[config.mk]
export PLATFORM = sky130hd
export DESIGN_NAME = fetch_control
export DESIGN_NICKNAME = d
export VERILOG_FILES = /design/src/rtl/fetch_control.sv
export SDC_FILE = /design/constraint.sdc
export NUM_CORES = 1
export LEC_CHECK = 0
export CAP_MARGIN = 20
export CORE_ASPECT_RATIO = 0.75
export CORE_MARGIN = 3
export CORE_UTILIZATION = 40
export CTS_BUF_LIST = sky130_fd_sc_hd__clkbuf_4
export DETAILED_ROUTE_END_ITERATION = 7
export GPL_ROUTABILITY_DRIVEN = 0
export HOLD_SLACK_MARGIN = 0.12
export PLACE_DENSITY_LB_ADDON = 0.15
export RECOVER_POWER = 25
export SLEW_MARGIN = 20
export SYNTH_ARGS = -nofsm -noshare
export SYNTH_HDL_FRONTEND = slang
export SYNTH_SLANG_ARGS = --single-unit
[constraint.sdc]
create_clock -name clk -period 1.65 [get_ports clk]
set_clock_uncertainty 0.1 [all_clocks]
set_input_delay 0.33 -clock clk [delete_from_list [all_inputs] [get_ports clk]]
set_output_delay 0.33 -clock clk [all_outputs]
set_load 0.005 [all_outputs]
[src/rtl/fetch_control.sv]
// Instruction fetch sequencer: walks IDLE -> T0 -> T1 -> T2 -> DEC -> EXEC,
// loading AR from PC, reading one word into IR, and then handing control to
// the execute stage until it reports completion.
module fetch_control #(
  parameter int n = 16,  // data word / IR width (at least 16)
  parameter int a = 12   // PC / AR width
) (
  input  logic         clk,
  input  logic         clear,
  input  logic         start,
  input  logic         halt,
  input  logic         mem_ready,
  input  logic [n-1:0] mem_data,
  input  logic         exec_done,
  input  logic         jump,
  input  logic [a-1:0] jump_addr,
  output logic         mem_rd,
  output logic [a-1:0] mem_addr,
  output logic [a-1:0] pc,
  output logic [n-1:0] ir,
  output logic [2:0]   opcode,
  output logic         ind,
  output logic [2:0]   sc,
  output logic         fetch_done
);

  // The state encoding doubles as the externally visible timing count.
  typedef enum logic [2:0] {
    IDLE = 3'd0,
    T0   = 3'd1,
    T1   = 3'd2,
    T2   = 3'd3,
    DEC  = 3'd4,
    EXEC = 3'd5
  } state_t;

  state_t         state_q, state_d;
  logic [a-1:0]   pc_q, pc_d;
  logic [a-1:0]   ar_q, ar_d;
  logic [n-1:0]   ir_q, ir_d;
  logic           halt_q, halt_d;  // halt seen during a fetch, acted on at DEC

  // State and datapath registers; clear overrides every other input.
  always_ff @(posedge clk) begin
    if (clear) begin
      state_q <= IDLE;
      pc_q    <= '0;
      ar_q    <= '0;
      ir_q    <= '0;
      halt_q  <= 1'b0;
    end else begin
      state_q <= state_d;
      pc_q    <= pc_d;
      ar_q    <= ar_d;
      ir_q    <= ir_d;
      halt_q  <= halt_d;
    end
  end

  // Next-state, datapath updates and the two strobes.
  always_comb begin
    state_d    = state_q;
    pc_d       = pc_q;
    ar_d       = ar_q;
    ir_d       = ir_q;
    halt_d     = halt_q;
    mem_rd     = 1'b0;
    fetch_done = 1'b0;
    case (state_q)
      IDLE: begin
        halt_d = 1'b0;
        if (jump) pc_d = jump_addr;
        if (start && !halt) state_d = T0;
      end
      T0: begin
        ar_d = pc_q;
        if (halt) halt_d = 1'b1;
        state_d = T1;
      end
      T1: begin
        // Read stays requested for as long as memory keeps us waiting.
        mem_rd = 1'b1;
        if (halt) halt_d = 1'b1;
        if (mem_ready) begin
          ir_d    = mem_data;
          pc_d    = pc_q + a'(1);  // wraps naturally at 2^a
          state_d = T2;
        end
      end
      T2: begin
        if (halt) halt_d = 1'b1;
        state_d = DEC;
      end
      DEC: begin
        fetch_done = 1'b1;
        // A halt requested anywhere in the fetch lets it finish, then parks.
        if (halt || halt_q) begin
          halt_d  = 1'b0;
          state_d = IDLE;
        end else begin
          state_d = EXEC;
        end
      end
      EXEC: begin
        if (jump) pc_d = jump_addr;
        if (exec_done) state_d = halt ? IDLE : T0;
      end
      default: state_d = IDLE;
    endcase
  end

  assign mem_addr = ar_q;
  assign pc       = pc_q;
  assign ir       = ir_q;
  assign opcode   = ir_q[14:12];
  assign ind      = ir_q[15];
  assign sc       = state_q;

endmodule

== Word level (Yosys, flattened, before mapping) ==
Index checks and enable logic that the tools add are counted.
Storage, ports and cells
  register bits after elaboration: 44
  bits of input ports: 35
  output and inout port bits: 49
  logic and storage cells: 43
Operators by class
  add/sub/neg operators: 1
  equality and inequality tests: 11
  multiplexer cells: 14
  reduce and logical (&&, ||, !) cells: 12
Operator list (count)
  2-to-1 mux 12 bit: 2
  case mux 12 bit (2 select lines): 1
  case mux 3 bit (6 select lines): 1
  adder 12 x 1 -> 12 bit (second input constant): 1
  2-to-1 mux 3 bit: 4
  AND reduction 3 bit: 3
  inequality test 2 bit (second input constant): 4
  equality test 3 x 2 -> 1 bit (second input constant): 2
  equality test 3 bit (second input constant): 2
  2-to-1 mux 1 bit: 5
  inequality test 2 x 1 -> 1 bit (second input constant): 2
  equality test 3 x 1 -> 1 bit (second input constant): 1
  logical NOT 3 bit: 1
  case mux 1 bit (3 select lines): 1
  nonzero test 3 bit: 1
  OR reduction 3 bit: 1
  AND reduction 2 bit: 1
  nonzero test 2 bit: 1
  OR reduction 2 bit: 1
  logical AND 1 bit: 1
  logical NOT 1 bit: 1
  logical OR 1 bit: 1

== Longest topological paths before layout ==
  depth after elaboration: 4
  gate-level depth with buffers: 7
  gate-level depth less buffers: 5

== Least setup slack after synthesis ==
OpenSTA, ideal clock, no wires.
  kind: register -> register
  from: register state_q[1] (netlist: sc[1])
  to: register pc_q[4] (netlist: pc[4])
  setup time: 71 ps
  arrival: 1593 ps
  data required time: 1479 ps
  setup slack: -114 ps
  stages on the path, launching flop included: 7
  buffers on the path: 2
  clock period less this slack: 1764 ps
  cells stage by stage: dfxtp_1 -> clkbuf_1 -> mux2_2 -> a32o_1 -> buf_2 -> a21bo_2 -> a21oi_1
Between the ends
  word-level cells in the longest chain between the ends: 4
  elaborated cells between the ends (all ways): 9
  classes of those cells: eq/ne (4); mux (1); reduce/logical (4)
Ends and longest elaborated chain
  from (decl): line 37  | state_t state_q, state_d;
  from (signal assigned): line 52  | state_q <= state_d;
  equality test 3 bit or logical NOT 3 bit (tied branches): line 69  | case (state_q)
  OR reduction 2 bit (no source line)
  inequality test 2 x 1 -> 1 bit (no source line) or nonzero test 2 bit (tied branches)
  AND reduction 3 bit (no source line)
  to (signal assigned): line 53  | pc_q <= pc_d;
  to (decl): line 38  | logic [a-1:0] pc_q, pc_d;
Several ways; a longest one is shown, not always the timed one.
A chain may end at the register's enable or synchronous reset.

== Final worst setup path ==
  from: register state_q[1] (netlist: sc[1])
  to: register pc_q[8] (netlist: pc[8])
The elaborated chain is that of the path after synthesis.

==> metrics.csv <==
stage;metric;value;unit
run_status;status;finished, violations left;
run_status;failing checks;negative setup slack;
clock_network;Max clock buf depth;2;
floorplan;die footprint;6000;µm²
drt;drt total wl;7.27;mm
placement;DP Worst Slack;-0.333;ns
drt;DR vias;2416;
timing;final setup violating endpoints;9;
power_and_ir_drop;pwr/cell area;740;nW/µm²
timing;final setup margin;-0.0412;ns
synth;ys async rst share;0;
run;maxcap violations;0;
synth;Area contributors post-synth;dfxtp_1 (43%), nand2_1 (7.5%), a21oi_1 (7.1%), mux2i_1 (5.9%), nor2_1 (4.0%);
clock_network;Worst-Skew Late Latency;0.35;ns
final_layout;layout cells sized above 1;0.329;
global_routing;GRT met3 Usage;0.0457;
drt;DRC;0;
drt;DR vias/cell;5.49;
clock_network;clock sinks;44;
synth;Top FF cell, synth;dfxtp_1;
global_routing;All-Layer GR Usage;0.224;
drt;DR iter-0 viols;197;
final_layout;Final #Nets;418;
global_routing;vias in the first global route;2185;
clock_network;CTS root buffer;clkbuf_4;
drt;drt pass-1 iters;5;
critical_path;worst-path fanout max;7;
floorplan;Die Wd;88.5;µm
drt;average routed wire per standard cell;16.5;µm
placement;Port Buffers;83;
synth;sequential share of the synthesized area;0.432;
critical_path;CP peak stage delay;0.37;ns
timing;Tightest Pin Transition;0.387;ns
critical_path;CP Data Required Time;1.82;ns
final_layout;Layout area overhead;77.8;%
global_routing;GRT busiest layer;met1;
timing;Fmax achieved;0.591;GHz
critical_path;Top delay family on crit path;compound AO/OA/AOI/OAI gates;
final_layout;Core Util, Final;0.776;
clock_network;CTS clk-pin slew, worst paths;0.14;ns
global_routing;met2 Use GR;0.331;
synth;mapped cell area;2040;µm²
synth;syn avg cell area;8.10;µm²
placement;DP HPWL;4.63;mm
clock_network;CTS Buf Count;5;
floorplan;Site Rows;21;
floorplan;total core area;4680;µm²
global_routing;maximum number of pins on one net before global-route repair;19;
synth;post-synth cell types;42;
clock_network;# hold bufs at CTS;0;
synth;number of synthesized flops with an enable pin;0;
critical_path;critical path class;flop to flop;
critical_path;critical path endpoint category;flop;
floorplan;Die H;67.9;µm
critical_path;Worst Setup Start Kind;flop;
floorplan;I/O pin count;84;
final_layout;antenna diode count;0;
critical_path;Worst Path Arrival;1.86;ns
drt;post-route ant nets;0;
power_and_ir_drop;static leakage;1.89;nW
critical_path;slowest CP cell;dfxtp_2;
timing;RSZ-0062 raised after global routing;yes;
floorplan;initial core utilization;0.436;
global_routing;residual overflow from global routing;0;
power_and_ir_drop;maximum vdd ir drop;0.412;mV
final_layout;commonest non-fill, non-tap cell in the layout;buf_4;
timing;worst rel slew slack;0.735;
final_layout;fillers;338;
clock_network;CTS tree;done;
final_layout;most frequent cells in the layout;buf_4 (51), nand2_1 (41), clkdlybuf4s50_1 (35), a21oi_1 (29), dfxtp_2 (29);
global_routing;GR Util met1;0.332;
critical_path;crit-path cells;buf_6 -> mux2_4 -> a32oi_1 -> buf_4 -> a21oi_1 -> o32ai_1;
timing;final hold violations;0;
synth;Synth area leader;dfxtp_1;
timing;period utilisation layout;1.02;
critical_path;worst path buffer plus inverter count;2;
timing;post-route minimum period;1.69;ns
synth;Mapped Cells;252;
timing;fin. max-slew vios;0;
global_routing;initial antenna violation count;0;
synth;yosys warns;0;
min_path;worst min path class;flop to flop;
clock_network;H-tree lvl count;2;
synth;#FFs+latches synth;44;
global_routing;first-pass GRT wire length;10.5;mm
synth;post-synth net total;288;
synth;top cell type's share of synthesized area;0.432;
[through the flow]
step	hold slack [ns]	total power, mW	TNS (ns)	area (µm²)	std cells
3_3_place_gp	0.342	2.02	-2.86	3170	412
6_report	0.361	2.68	-0.196	3630	440
2_1_floorplan	0.353	1.59	-0.00198	2070	252
5_1_grt	0.376	2.82	-0.912	3630	440
4_1_cts	0.365	2.57	-0.232	3380	431
3_5_place_dp	0.349	2.03	-3.33	3170	412
[cell type report]
class	count	area [µm²]	area share
repair buffers	143	1370	0.377
multi-input cells	181	1180	0.326
flip-flops and latches	44	932	0.257
well taps	57	71.3	0.0197
clock buffers	5	37.5	0.0103
inverters	7	26.3	0.00724
clock inverters	3	13.8	0.00379
[report_power, final]
part	internal, mW	switching [mW]	leakage, nW	total (mW)
Sequential	1.14	0.0557	0.374	1.20
Combinational	0.519	0.457	1.49	0.975
Clock	0.157	0.353	0.0324	0.510
Total	1.82	0.865	1.89	2.68
[synthesized netlist by cell type (3+ instances only)]
master / number
dfxtp_1: 44
clkbuf_1: 12
nor2b_1: 5
buf_2: 4
mux2i_1: 12
nand2_1: 41
o32ai_1: 3
o31a_1: 3
a21oi_1: 29
nand2b_1: 3
and3_1: 5
nor3_1: 4
nand3_1: 9
o21ai_0: 12
inv_1: 7
buf_4: 5
nor2_1: 22
or3_1: 3
[cell families (layout without fill, tap and decap cells)]
family / after synthesis / in the layout / synth area share
adder cells (fa/ha/maj): 1 / 1 / 0.00613
AO/OA/AOI/OAI: 66 / 67 / 0.205
multiplexers: 13 / 13 / 0.0644
buffers and inverters: 28 / 158 / 0.0632
AND/OR/NAND/NOR: 98 / 98 / 0.221
XOR/XNOR: 2 / 2 / 0.00859
flip-flops: 44 / 44 / 0.432
[worst paths after layout]
kind          from     to  slack (ns)  cells after the start
max          sc[1]  pc[8]       -0.04                      6
min          ir[1]  ir[1]        0.36                      2
max reg2reg  sc[1]  pc[8]       -0.04                      6
min reg2reg  ir[1]  ir[1]        0.36                      2
[routing by layer]
layer | vias to the layer above | wire length, µm
met5 | - | 0
met4 | 0 | 67
met3 | 13 | 619
met2 | 132 | 3370
met1 | 1122 | 3210
li1 | 1149 | -
[sequential cells by signal, indices dropped and copies added, names as in the netlist]
| signal | count |
|---|---|
| ir | 16 |
| mem_addr | 12 |
| pc | 12 |
| sc | 3 |
| halt_q | 1 |
[worst min-delay path: cells and delay by family, from the launching register on]
family             cells  cell delay, ns
AOI/OAI and AO/OA      1            0.05
DFF                    1            0.33
and+or+nand+nor        1            0.05
[what timing repair did]
action                                  in CTS  in global routing
gates resized for setup                     72                 61
pin swaps                                    6                 17
buffers inserted                            10                  8
endpoints found under the setup margin      48                 53
gates cloned                                 1                  1
No activity file was read; power rests on OpenSTA's default activity.
